File: src/rtl/ram_burst_reader.sv
// Burst read master for a registered-read dual-port RAM.
// Streams LEN consecutive words from BASE out on a valid/ready interface.
module ram_burst_reader #(
    parameter int ADDR_WIDTH = 13,
    parameter int DATA_WIDTH = 7
) (
    input  logic                  clk,
    input  logic                  rst_n,
    input  logic                  start,
    input  logic [ADDR_WIDTH-1:0] base_addr,
    input  logic [ADDR_WIDTH:0]   len,
    output logic                  busy,
    output logic                  done,
    output logic [ADDR_WIDTH-1:0] ram_addr_r,
    input  logic [DATA_WIDTH-1:0] ram_dout,
    output logic [DATA_WIDTH-1:0] m_data,
    output logic                  m_valid,
    input  logic                  m_ready
);

    typedef enum logic [1:0] {
        S_IDLE,
        S_READ,
        S_DRAIN,
        S_DONE
    } state_t;

    state_t                r_state;
    state_t                w_next_state;
    logic [ADDR_WIDTH-1:0] r_ptr;
    logic [ADDR_WIDTH:0]   r_remaining;
    logic                  r_inflight;
    logic [DATA_WIDTH-1:0] r_buf [2];
    logic                  r_wr_idx;
    logic                  r_rd_idx;
    logic [1:0]            r_count;

    logic                  w_accept;
    logic                  w_push;
    logic                  w_pop;
    logic                  w_issue;
    logic [2:0]            w_occupancy;
    logic [1:0]            w_count_next;

    // Reads in flight are counted against the buffer so a returning word always has a slot.
    assign w_accept     = (r_state == S_IDLE) && start;
    assign w_push       = r_inflight;
    assign w_pop        = (r_count != 2'd0) && m_ready;
    assign w_occupancy  = {1'b0, r_count} + {2'b00, r_inflight} - {2'b00, w_pop};
    assign w_issue      = (r_state == S_READ) && (w_occupancy < 3'd2);
    assign w_count_next = r_count + {1'b0, w_push} - {1'b0, w_pop};

    always_comb begin
        w_next_state = r_state;
        case (r_state)
            S_IDLE: begin
                if (start) begin
                    w_next_state = (len == '0) ? S_DONE : S_READ;
                end
            end
            S_READ: begin
                if (w_issue && (r_remaining == (ADDR_WIDTH+1)'(1))) begin
                    w_next_state = S_DRAIN;
                end
            end
            S_DRAIN: begin
                if (!r_inflight && (w_count_next == 2'd0)) begin
                    w_next_state = S_DONE;
                end
            end
            S_DONE: begin
                w_next_state = S_IDLE;
            end
            default: begin
                w_next_state = S_IDLE;
            end
        endcase
    end

    always_ff @(posedge clk or negedge rst_n) begin
        if (!rst_n) begin
            r_state <= S_IDLE;
        end else begin
            r_state <= w_next_state;
        end
    end

    always_ff @(posedge clk or negedge rst_n) begin
        if (!rst_n) begin
            r_ptr       <= '0;
            r_remaining <= '0;
            r_inflight  <= 1'b0;
            r_buf[0]    <= '0;
            r_buf[1]    <= '0;
            r_wr_idx    <= 1'b0;
            r_rd_idx    <= 1'b0;
            r_count     <= 2'd0;
        end else begin
            if (w_accept) begin
                r_ptr       <= base_addr;
                r_remaining <= len;
            end else if (w_issue) begin
                r_ptr       <= r_ptr + ADDR_WIDTH'(1);
                r_remaining <= r_remaining - (ADDR_WIDTH+1)'(1);
            end
            r_inflight <= w_issue;
            if (w_push) begin
                r_buf[r_wr_idx] <= ram_dout;
                r_wr_idx        <= ~r_wr_idx;
            end
            if (w_pop) begin
                r_rd_idx <= ~r_rd_idx;
            end
            r_count <= w_count_next;
        end
    end

    assign busy       = (r_state != S_IDLE);
    assign done       = (r_state == S_DONE);
    assign ram_addr_r = r_ptr;
    assign m_valid    = (r_count != 2'd0);
    assign m_data     = r_buf[r_rd_idx];

endmodule

File: config.mk
export PLATFORM = sky130hd
export DESIGN_NAME = ram_burst_reader
export DESIGN_NICKNAME = d
export VERILOG_FILES = /design/src/rtl/ram_burst_reader.sv
export SDC_FILE = /design/constraint.sdc
export NUM_CORES = 1
export LEC_CHECK = 0
export ABC_CLOCK_PERIOD_IN_PS = 3100
export BUFFER_PORTS_ARGS = -buffer_cell sky130_fd_sc_hd__buf_4
export CAP_MARGIN = 20
export CORE_MARGIN = 5
export CORE_UTILIZATION = 49
export DETAILED_ROUTE_END_ITERATION = 7
export HOLD_SLACK_MARGIN = 0.12
export PLACE_DENSITY_LB_ADDON = 0.3
export SLEW_MARGIN = 40
export SYNTH_ARGS = -nofsm -noshare
export SYNTH_HDL_FRONTEND = slang
export SYNTH_SLANG_ARGS = --single-unit
File: constraint.sdc
create_clock -name clk -period 3.1 [get_ports clk]
set_input_delay 0.155 -clock clk [delete_from_list [all_inputs] [get_ports clk]]
set_output_delay 0.155 -clock clk [all_outputs]
set_load 0.02 [all_outputs]
==> run summary, run 1 <==
STATUS
--------------------------------------------------------------------------------
Outcome ........................................................... finished, final reports clean

GLOBAL ROUTE
--------------------------------------------------------------------------------
Pin count of the biggest net entering global routing ..............           49
Total congestion overflow .........................................            0
Number of antenna violations at the first check in global routing .            0
Global-route wire length before repair ............................    11,100 um
Aggregate global-route resource usage .............................        19.5%
Via count of the first global-routing pass ........................        2,336

FLOW RUN
--------------------------------------------------------------------------------
Reported max-cap violation count ..................................            0

TIMING
--------------------------------------------------------------------------------
Setup Total Neg Slack .............................................         0 ns
Time the final worst path needs with I/O delays and setup .........      3.05 ns
Slew at the pin closest to its max-slew limit .....................     0.686 ns
Hold slack ........................................................     0.126 ns
Number of setup violations in the final report ....................            0
Max-slew violation count ..........................................            0
Crit share post-route .............................................        98.3%
Worst slew margin relative to its limit ...........................        54.2%
Hold Fails Final Rpt ..............................................            0
Highest Clock Rate ................................................    0.328 GHz
Largest clock skew in the final design ............................   0.00719 ns
Setup repair after global routing missed its margin ...............         true

SYNTH
--------------------------------------------------------------------------------
Fraction of the yosys area taken by sequential cells ..............        45.3%
Number of warnings printed during yosys synthesis .................            0
Number of enable flip-flop cells after synthesis ..................            0
Number of storage elements in the synthesis netlist ...............           48
Synthesized net count .............................................          307
Average cell area after synthesis .................................    10.3 um^2
Number of instances in the synthesized netlist ....................          258
Ys flop type ...................................................... sky130_fd_sc_hd__dfrtp_1
Async set or reset register ratio after synthesis .................         100%
Area of the mapped netlist ........................................    2650 um^2
Count of different cell masters after synthesis ...................           39

CLOCK TREE
--------------------------------------------------------------------------------
Clk Tree Root Cell ................................................ sky130_fd_sc_hd__clkbuf_8
CTS HTree Levels ..................................................            2
Number of clock sinks .............................................           48
Clk pin slew, worst setup/hold paths ..............................      0.09 ns
Skew-Pair Late Insertion Delay ....................................      0.30 ns
Clock tree from TritonCTS .........................................         done
Longest Clk Path Bufs .............................................            2
TritonCTS Buffers .................................................            5

MIN PATH
--------------------------------------------------------------------------------
Startpoint of the most critical hold path ......................... base_addr[9]
Number of cells traversed by the worst hold path ..................            3
Hold Path End ..................................................... ram_addr_r[9]
Worst hold path type .............................................. primary input to flip-flop

WORST SETUP PATH
--------------------------------------------------------------------------------
Type of element capturing the critical path .......................    flip-flop
Worst Path Required ...............................................      3.31 ns
Arrival time at the worst endpoint ................................      3.26 ns
Worst flop-to-flop path endpoint .................................. ram_addr_r[11]
Origin of the critical flop-to-flop path ..........................   r_count[1]
Register-to-Register Path Depth ...................................           11
Biggest cell delay along the critical path ........................      0.58 ns
Slack of the worst reg-to-reg path ................................      0.05 ns
Worst setup path class ............................................ flip-flop to flip-flop
Worst setup SP type ...............................................    flip-flop
CP max stage cell ................................................. sky130_fd_sc_hd__or4_4
Critical-path cell list ........................................... inv_2, nand2_4, and2_4, ha_4, inv_2, ha_4, fa_2, xnor2_4, or4_4, or4b_4, a31oi_1
Worst-path maximum fanout .........................................            8

DIE
--------------------------------------------------------------------------------
Starting density of the core ......................................        51.2%
Overall die width .................................................      83.5 um
Height of the chip ................................................      83.5 um
Core outline area .................................................    5170 um^2
Die area ..........................................................    6980 um^2
Standard-cell rows ................................................           26
I/O pin count .....................................................           61

ROUTING
--------------------------------------------------------------------------------
DRC violation count after routing .................................            0
Residual antenna-violating net count after detailed routing .......            0
Via/cell ratio ....................................................         5.50
Average wire length per cell after detail routing .................      15.7 um
Vias after detailed routing .......................................        2,327
Total detailed-routing wirelength .................................      6650 um
Drt initial violations ............................................          133
Length of the first detailed-routing pass in iterations ...........            6

PLACEMENT
--------------------------------------------------------------------------------
Post-DP HPWL ......................................................      4570 um
Routability congestion estimate from global placement .............        0.787
Total of buffers placed on input and output ports .................           60

CELLS AND AREA
--------------------------------------------------------------------------------
Antenna diode count ...............................................            0
Area overhead of the layout relative to synthesis .................        40.2%
Fraction of layout instances using a drive strength above 1 .......        33.4%
Final nets ........................................................          401

POWER AND IR DROP
--------------------------------------------------------------------------------
Leakage component of the power ....................................      1.60 nW
Power Density ..................................................... 1040 nW/um^2
Peak supply drop ..................................................       527 uV

==> layer usage <==
layer	track usage [%]	up-vias	part of all wire, %
met5	0	-	0
met4	6.73	0	1.9
met3	4.84	8	5.0
met2	32.9	50	50
met1	24.2	1144	43
li1	-	1125	-
==> timing repair <==
action	in CTS	in global routing
gates resized for setup	1	2
setup buffers	0	2
hold endpoints to repair	81	0
hold buffers	27	0
setup endpoints to repair	2	2
pin swaps	0	1
==> sequential cells by signal, indices dropped and copies added, names as in the netlist <==
name,count
r_inflight,1
r_buf,14
r_wr_idx,1
r_rd_idx,1
r_remaining,14
r_count,2
r_state,2
ram_addr_r,13
==> critical path: cells and delay by family (launching register included) <==
family | cells | cell delay, ns
AO/OA/AOI/OAI | 1 | 0.16
AND/OR/NAND/NOR | 4 | 1.27
adder cells (fa/ha/maj) | 3 | 0.82
buffers and inverters | 2 | 0.12
XOR/XNOR | 1 | 0.17
flip-flops | 1 | 0.42
==> layout by cell type, fill, tap and decap left out, types with 5 or more instances in the layout <==
cell type / netlist / final
sky130_fd_sc_hd__buf_4: 0 / 72
sky130_fd_sc_hd__dfrtp_1: 48 / 48
sky130_fd_sc_hd__dlygate4sd3_1: 0 / 27
sky130_fd_sc_hd__nand2_1: 24 / 23
sky130_fd_sc_hd__mux2_2: 22 / 22
sky130_fd_sc_hd__nor2_1: 16 / 16
sky130_fd_sc_hd__o21ai_0: 16 / 16
sky130_fd_sc_hd__inv_1: 12 / 10
sky130_fd_sc_hd__xor2_1: 10 / 10
sky130_fd_sc_hd__or4_1: 11 / 9
sky130_fd_sc_hd__a31oi_1: 9 / 9
sky130_fd_sc_hd__nand3_1: 8 / 8
sky130_fd_sc_hd__ha_1: 10 / 8
sky130_fd_sc_hd__o31ai_1: 7 / 7
sky130_fd_sc_hd__nand4_1: 7 / 7
sky130_fd_sc_hd__xnor2_1: 6 / 6
sky130_fd_sc_hd__nor4_1: 5 / 5
sky130_fd_sc_hd__clkbuf_8: 1 / 5
==> where the power goes <==
group,leakage (nW),internal (W),total [W],switching (W)
registers,0.572,0.000943,0.00125,0.000310
logic,0.948,0.000992,0.00200,0.00101
clock network,0.0784,0.000403,0.000617,0.000214
==> kinds of logic (layout without fill, tap and decap cells) <==
| group | Yosys count | count (layout) | share of synthesized area, % |
|---|---|---|---|
| buffers and inverters | 24 | 119 | 3.92 |
| AOI/OAI and AO/OA | 43 | 43 | 10.8 |
| xor gates and xnor gates | 17 | 17 | 5.90 |
| adders and majority gates | 11 | 11 | 5.48 |
| DFF | 48 | 48 | 45.3 |
| muxes | 24 | 24 | 10.1 |
| and+or+nand+nor | 91 | 91 | 18.5 |
==> layout make-up <==
type                            count  area (um^2)
Multi-Input combinational cell    186         1410
Sequential cell                    48         1200
Timing Repair Buffer               99          811
Fill cell                         367         1460
Clock inverter                      3         90.1
Clock buffer                        5         68.8
Tap cell                           70         87.6
Inverter                           12         45.0
==> metrics by stage <==
step / power, W / util, % / setup WS (ns) / instance area, um^2 / std cells
6_report: 0.00387 / 71.8 / 0.0512 / 3720 / 423
4_1_cts: 0.00383 / 71.3 / 0.0206 / 3690 / 421
5_1_grt: 0.00413 / 71.8 / -0.0193 / 3720 / 423
3_3_place_gp: 0.00309 / 62.9 / 0.0850 / 3250 / 386
3_5_place_dp: 0.00317 / 62.9 / 0.0236 / 3250 / 386
2_1_floorplan: 0.00248 / - / -0.0967 / 2710 / 258
==> cells in the mapped netlist (2+ instances only) <==
master	number	area (um^2)
sky130_fd_sc_hd__a31oi_1	9	56.3
sky130_fd_sc_hd__and2_1	3	18.8
sky130_fd_sc_hd__buf_2	3	15.0
sky130_fd_sc_hd__clkbuf_1	8	30.0
sky130_fd_sc_hd__dfrtp_1	48	1200
sky130_fd_sc_hd__ha_1	10	125
sky130_fd_sc_hd__inv_1	12	45.0
sky130_fd_sc_hd__mux2_2	22	248
sky130_fd_sc_hd__mux2i_1	2	20.0
sky130_fd_sc_hd__nand2_1	24	90.1
sky130_fd_sc_hd__nand3_1	8	40.0
sky130_fd_sc_hd__nand4_1	7	43.8
sky130_fd_sc_hd__nor2_1	16	60.1
sky130_fd_sc_hd__nor2b_1	3	18.8
sky130_fd_sc_hd__nor3_1	4	20.0
sky130_fd_sc_hd__nor4_1	5	31.3
sky130_fd_sc_hd__o211ai_1	2	15.0
sky130_fd_sc_hd__o21ai_0	16	80.1
sky130_fd_sc_hd__o31ai_1	7	52.6
sky130_fd_sc_hd__o41ai_1	2	17.5
sky130_fd_sc_hd__or3_1	3	18.8
sky130_fd_sc_hd__or4_1	11	82.6
sky130_fd_sc_hd__or4b_1	3	30.0
sky130_fd_sc_hd__xnor2_1	6	52.6
sky130_fd_sc_hd__xor2_1	10	87.6
==> worst max path at each step <==
stage	cells past startpoint	from	end	slack, ns
2_1_floorplan	13	r_count[1]	ram_addr_r[9]	-0.1
3_3_place_gp	11	r_count[1]	ram_addr_r[9]	0.09
3_5_place_dp	11	r_count[1]	ram_addr_r[11]	0.02
4_1_cts	11	r_count[1]	ram_addr_r[11]	0.02
5_1_grt	11	r_count[1]	ram_addr_r[11]	-0.02
6_report	11	r_count[1]	ram_addr_r[11]	0.05
Power figures use the tool's default switching activity.
==> run 2, diff against run 1 <==
CORE_UTILIZATION = 27   (was 49)
==> run summary, run 2 (synthesis results as in run 1) <==
PLACEMENT
--------------------------------------------------------------------------------
Cell Count Post-Placement .........................................          447   was 386
Post-DP HPWL ......................................................      4880 um   was 4570 um
Routability congestion estimate from global placement .............        0.838   was 0.787
Worst slack after detailed placement ..............................    0.0342 ns   was 0.0236 ns
Total of buffers placed on input and output ports .................           60   unchanged

CELLS AND AREA
--------------------------------------------------------------------------------
Area overhead of the layout relative to synthesis .................        41.2%   was 40.2%
Antenna diode count ...............................................            0   unchanged
Final instance count without filler cells .........................          487   was 423
Fraction of layout instances using a drive strength above 1 .......        33.3%   was 33.4%
Fin util ..........................................................        38.6%   was 71.8%
Final nets ........................................................          402   was 401
Most used cells in the layout excluding fill and tap cells ........ sky130_fd_sc_hd__buf_4 (72), sky130_fd_sc_hd__dfrtp_1 (48), sky130_fd_sc_hd__dlygate4sd3_1 (28)   was sky130_fd_sc_hd__buf_4 (72), sky130_fd_sc_hd__dfrtp_1 (48), sky130_fd_sc_hd__dlygate4sd3_1 (27)
Most common library cell in the layout ignoring fill and taps ..... sky130_fd_sc_hd__buf_4   unchanged

TIMING
--------------------------------------------------------------------------------
Hold Fails Final Rpt ..............................................            0   unchanged
Setup repair after global routing missed its margin ...............         true   unchanged
Number of setup violations in the final report ....................            0   unchanged
Crit share post-route .............................................        97.3%   was 98.3%
Time the final worst path needs with I/O delays and setup .........      3.02 ns   was 3.05 ns
Slew at the pin closest to its max-slew limit .....................     0.730 ns   was 0.686 ns
Largest clock skew in the final design ............................   0.00681 ns   was 0.00719 ns
Max-slew violation count ..........................................            0   unchanged
Setup Total Neg Slack .............................................         0 ns   unchanged
Worst slew margin relative to its limit ...........................        51.2%   was 54.2%
Highest Clock Rate ................................................    0.332 GHz   was 0.328 GHz
Fin worst setup slack .............................................    0.0840 ns   was 0.0512 ns

DIE
--------------------------------------------------------------------------------
Starting density of the core ......................................        27.4%   was 51.2%
Core outline area .................................................    9680 um^2   was 5170 um^2
Standard-cell rows ................................................           36   was 26
I/O pin count .....................................................           61   unchanged
Height of the chip ................................................       109 um   was 83.5 um
Overall die width .................................................       109 um   was 83.5 um
Die area ..........................................................  11,900 um^2   was 6980 um^2

CLOCK TREE
--------------------------------------------------------------------------------
Skew-Pair Late Insertion Delay ....................................      0.30 ns   about the same
CTS HTree Levels ..................................................            2   unchanged
Number of clock sinks .............................................           48   unchanged
Clk pin slew, worst setup/hold paths ..............................      0.09 ns   about the same
Clock tree from TritonCTS .........................................         done   unchanged
TritonCTS Buffers .................................................            5   unchanged
Clk Tree Root Cell ................................................ sky130_fd_sc_hd__clkbuf_8   unchanged
Longest Clk Path Bufs .............................................            2   unchanged

POWER AND IR DROP
--------------------------------------------------------------------------------
Pwr Total .........................................................    0.00366 W   was 0.00387 W
Power Density .....................................................  979 nW/um^2   was 1040 nW/um^2
Switching power summed over all nets ..............................    0.00151 W   was 0.00153 W
Peak supply drop ..................................................       352 uV   was 527 uV
Share of total power in the clock network .........................        12.6%   was 15.9%
P_int .............................................................    0.00216 W   was 0.00234 W
Combinational share of power ......................................        53.5%   was 51.7%
Leakage component of the power ....................................      1.57 nW   was 1.60 nW
Switch share ......................................................        41.1%   was 39.6%
Portion of total power attributed to sequential cells .............        33.9%   was 32.4%

GLOBAL ROUTE
--------------------------------------------------------------------------------
Aggregate global-route resource usage .............................        12.3%   was 19.5%
Global-route wire length before repair ............................    11,500 um   was 11,100 um
Total congestion overflow .........................................            0   unchanged
Via count of the first global-routing pass ........................        2,365   was 2,336
Pin count of the biggest net entering global routing ..............           49   unchanged
Number of antenna violations at the first check in global routing .            0   unchanged

MIN PATH
--------------------------------------------------------------------------------
Startpoint of the most critical hold path ......................... base_addr[11]   was base_addr[9]
Hold Path End ..................................................... ram_addr_r[11]   was ram_addr_r[9]
Worst hold path type .............................................. primary input to flip-flop   unchanged
Number of cells traversed by the worst hold path ..................            3   unchanged

ROUTING
--------------------------------------------------------------------------------
Total detailed-routing wirelength .................................      6760 um   was 6650 um
DRC violation count after routing .................................            0   unchanged
Drt initial violations ............................................          124   was 133
Average wire length per cell after detail routing .................      13.9 um   was 15.7 um
Via/cell ratio ....................................................         4.75   was 5.50
Residual antenna-violating net count after detailed routing .......            0   unchanged
Vias after detailed routing .......................................        2,313   was 2,327
Length of the first detailed-routing pass in iterations ...........            4   was 6

WORST SETUP PATH
--------------------------------------------------------------------------------
Arrival time at the worst endpoint ................................      3.25 ns   was 3.26 ns
Slack of the worst reg-to-reg path ................................      0.08 ns   was 0.05 ns
Worst setup SP type ...............................................    flip-flop   unchanged
Worst Path Required ...............................................      3.33 ns   was 3.31 ns
Worst setup path class ............................................ flip-flop to flip-flop   unchanged
Type of element capturing the critical path .......................    flip-flop   unchanged
Worst-path maximum fanout .........................................            8   unchanged
Worst flop-to-flop path endpoint .................................. ram_addr_r[9]   was ram_addr_r[11]
Register-to-Register Path Depth ...................................           11   unchanged
Origin of the critical flop-to-flop path ..........................   r_count[1]   unchanged

STATUS
--------------------------------------------------------------------------------
Outcome ........................................................... finished, final reports clean   unchanged

FLOW RUN
--------------------------------------------------------------------------------
Reported max-cap violation count ..................................            0   unchanged

run 2: cell types whose count changed in the layout (fill, tap and decap cells not counted), sizes merged:
cell	change
clkinvlp	+1
bufinv	-2
clkinv	+1
dlygate4sd3	+1
run 2: stage by stage:
stage	instance area, um^2	hold slack [ns]
floorplan	2710	-0.141
global placement	3320	0.236
detailed placement	3320	0.229
CTS	3710	0.129
global route	3740	0.126
finish	3740	0.130
run 2: layer usage:
layer,GRT usage (%),up-vias,wire length (um)
li1,-,1133,-
met3,3.26,10,279
met1,15.8,1126,3030
met2,20.0,44,3330
met5,0,-,0
met4,3.79,0,124
run 2: area by class of cell:
cell class	instances	area (um^2)
Clock buffer	5	68.8
Clock inverter	3	42.5
Multi-Input combinational cell	186	1400
Sequential cell	48	1200
Timing Repair Buffer	100	821
Fill cell	973	5940
Inverter	12	45.0
Tap cell	133	166
run 2: critical path: stages, from the launching register on:
cell and delay [ns]:
sky130_fd_sc_hd__dfrtp_1 0.40, sky130_fd_sc_hd__inv_2 0.08, sky130_fd_sc_hd__nand2_4 0.05, sky130_fd_sc_hd__and2_4 0.15, sky130_fd_sc_hd__ha_4 0.26, sky130_fd_sc_hd__inv_2 0.03
sky130_fd_sc_hd__ha_4 0.14, sky130_fd_sc_hd__fa_2 0.45, sky130_fd_sc_hd__nand2b_4 0.17, sky130_fd_sc_hd__or4_4 0.58, sky130_fd_sc_hd__or4_1 0.48, sky130_fd_sc_hd__a31oi_1 0.16
run 2: worst max-delay path by stage:
stage	slack, ns	cells after the start	endpoint	start
2_1_floorplan	-0.1	13	ram_addr_r[9]	r_count[1]
3_3_place_gp	0.09	11	ram_addr_r[9]	r_count[1]
3_5_place_dp	0.03	11	ram_addr_r[9]	r_count[1]
4_1_cts	0.005	11	ram_addr_r[9]	r_count[1]
5_1_grt	-0.06	11	ram_addr_r[9]	r_count[1]
6_report	0.08	11	ram_addr_r[9]	r_count[1]
run 2: power groups by stage:
| stage | registers (W) | logic [W] | clock network, W |
|---|---|---|---|
| 6_report | 0.00124 | 0.00196 | 0.000460 |
| 2_1_floorplan | 0.00127 | 0.00121 | 0 |
| 3_5_place_dp | 0.00126 | 0.00190 | 0 |
| 3_3_place_gp | 0.00125 | 0.00188 | 0 |
| 5_1_grt | 0.00131 | 0.00218 | 0.000501 |
| 4_1_cts | 0.00125 | 0.00194 | 0.000476 |
run 2: what timing repair did:
item / in CTS / in global routing
setup buffers: 0 / 4
hold endpoints to repair: 82 / 0
gates resized for setup: 0 / 2
setup endpoints to repair: 0 / 5
hold buffers: 28 / 0
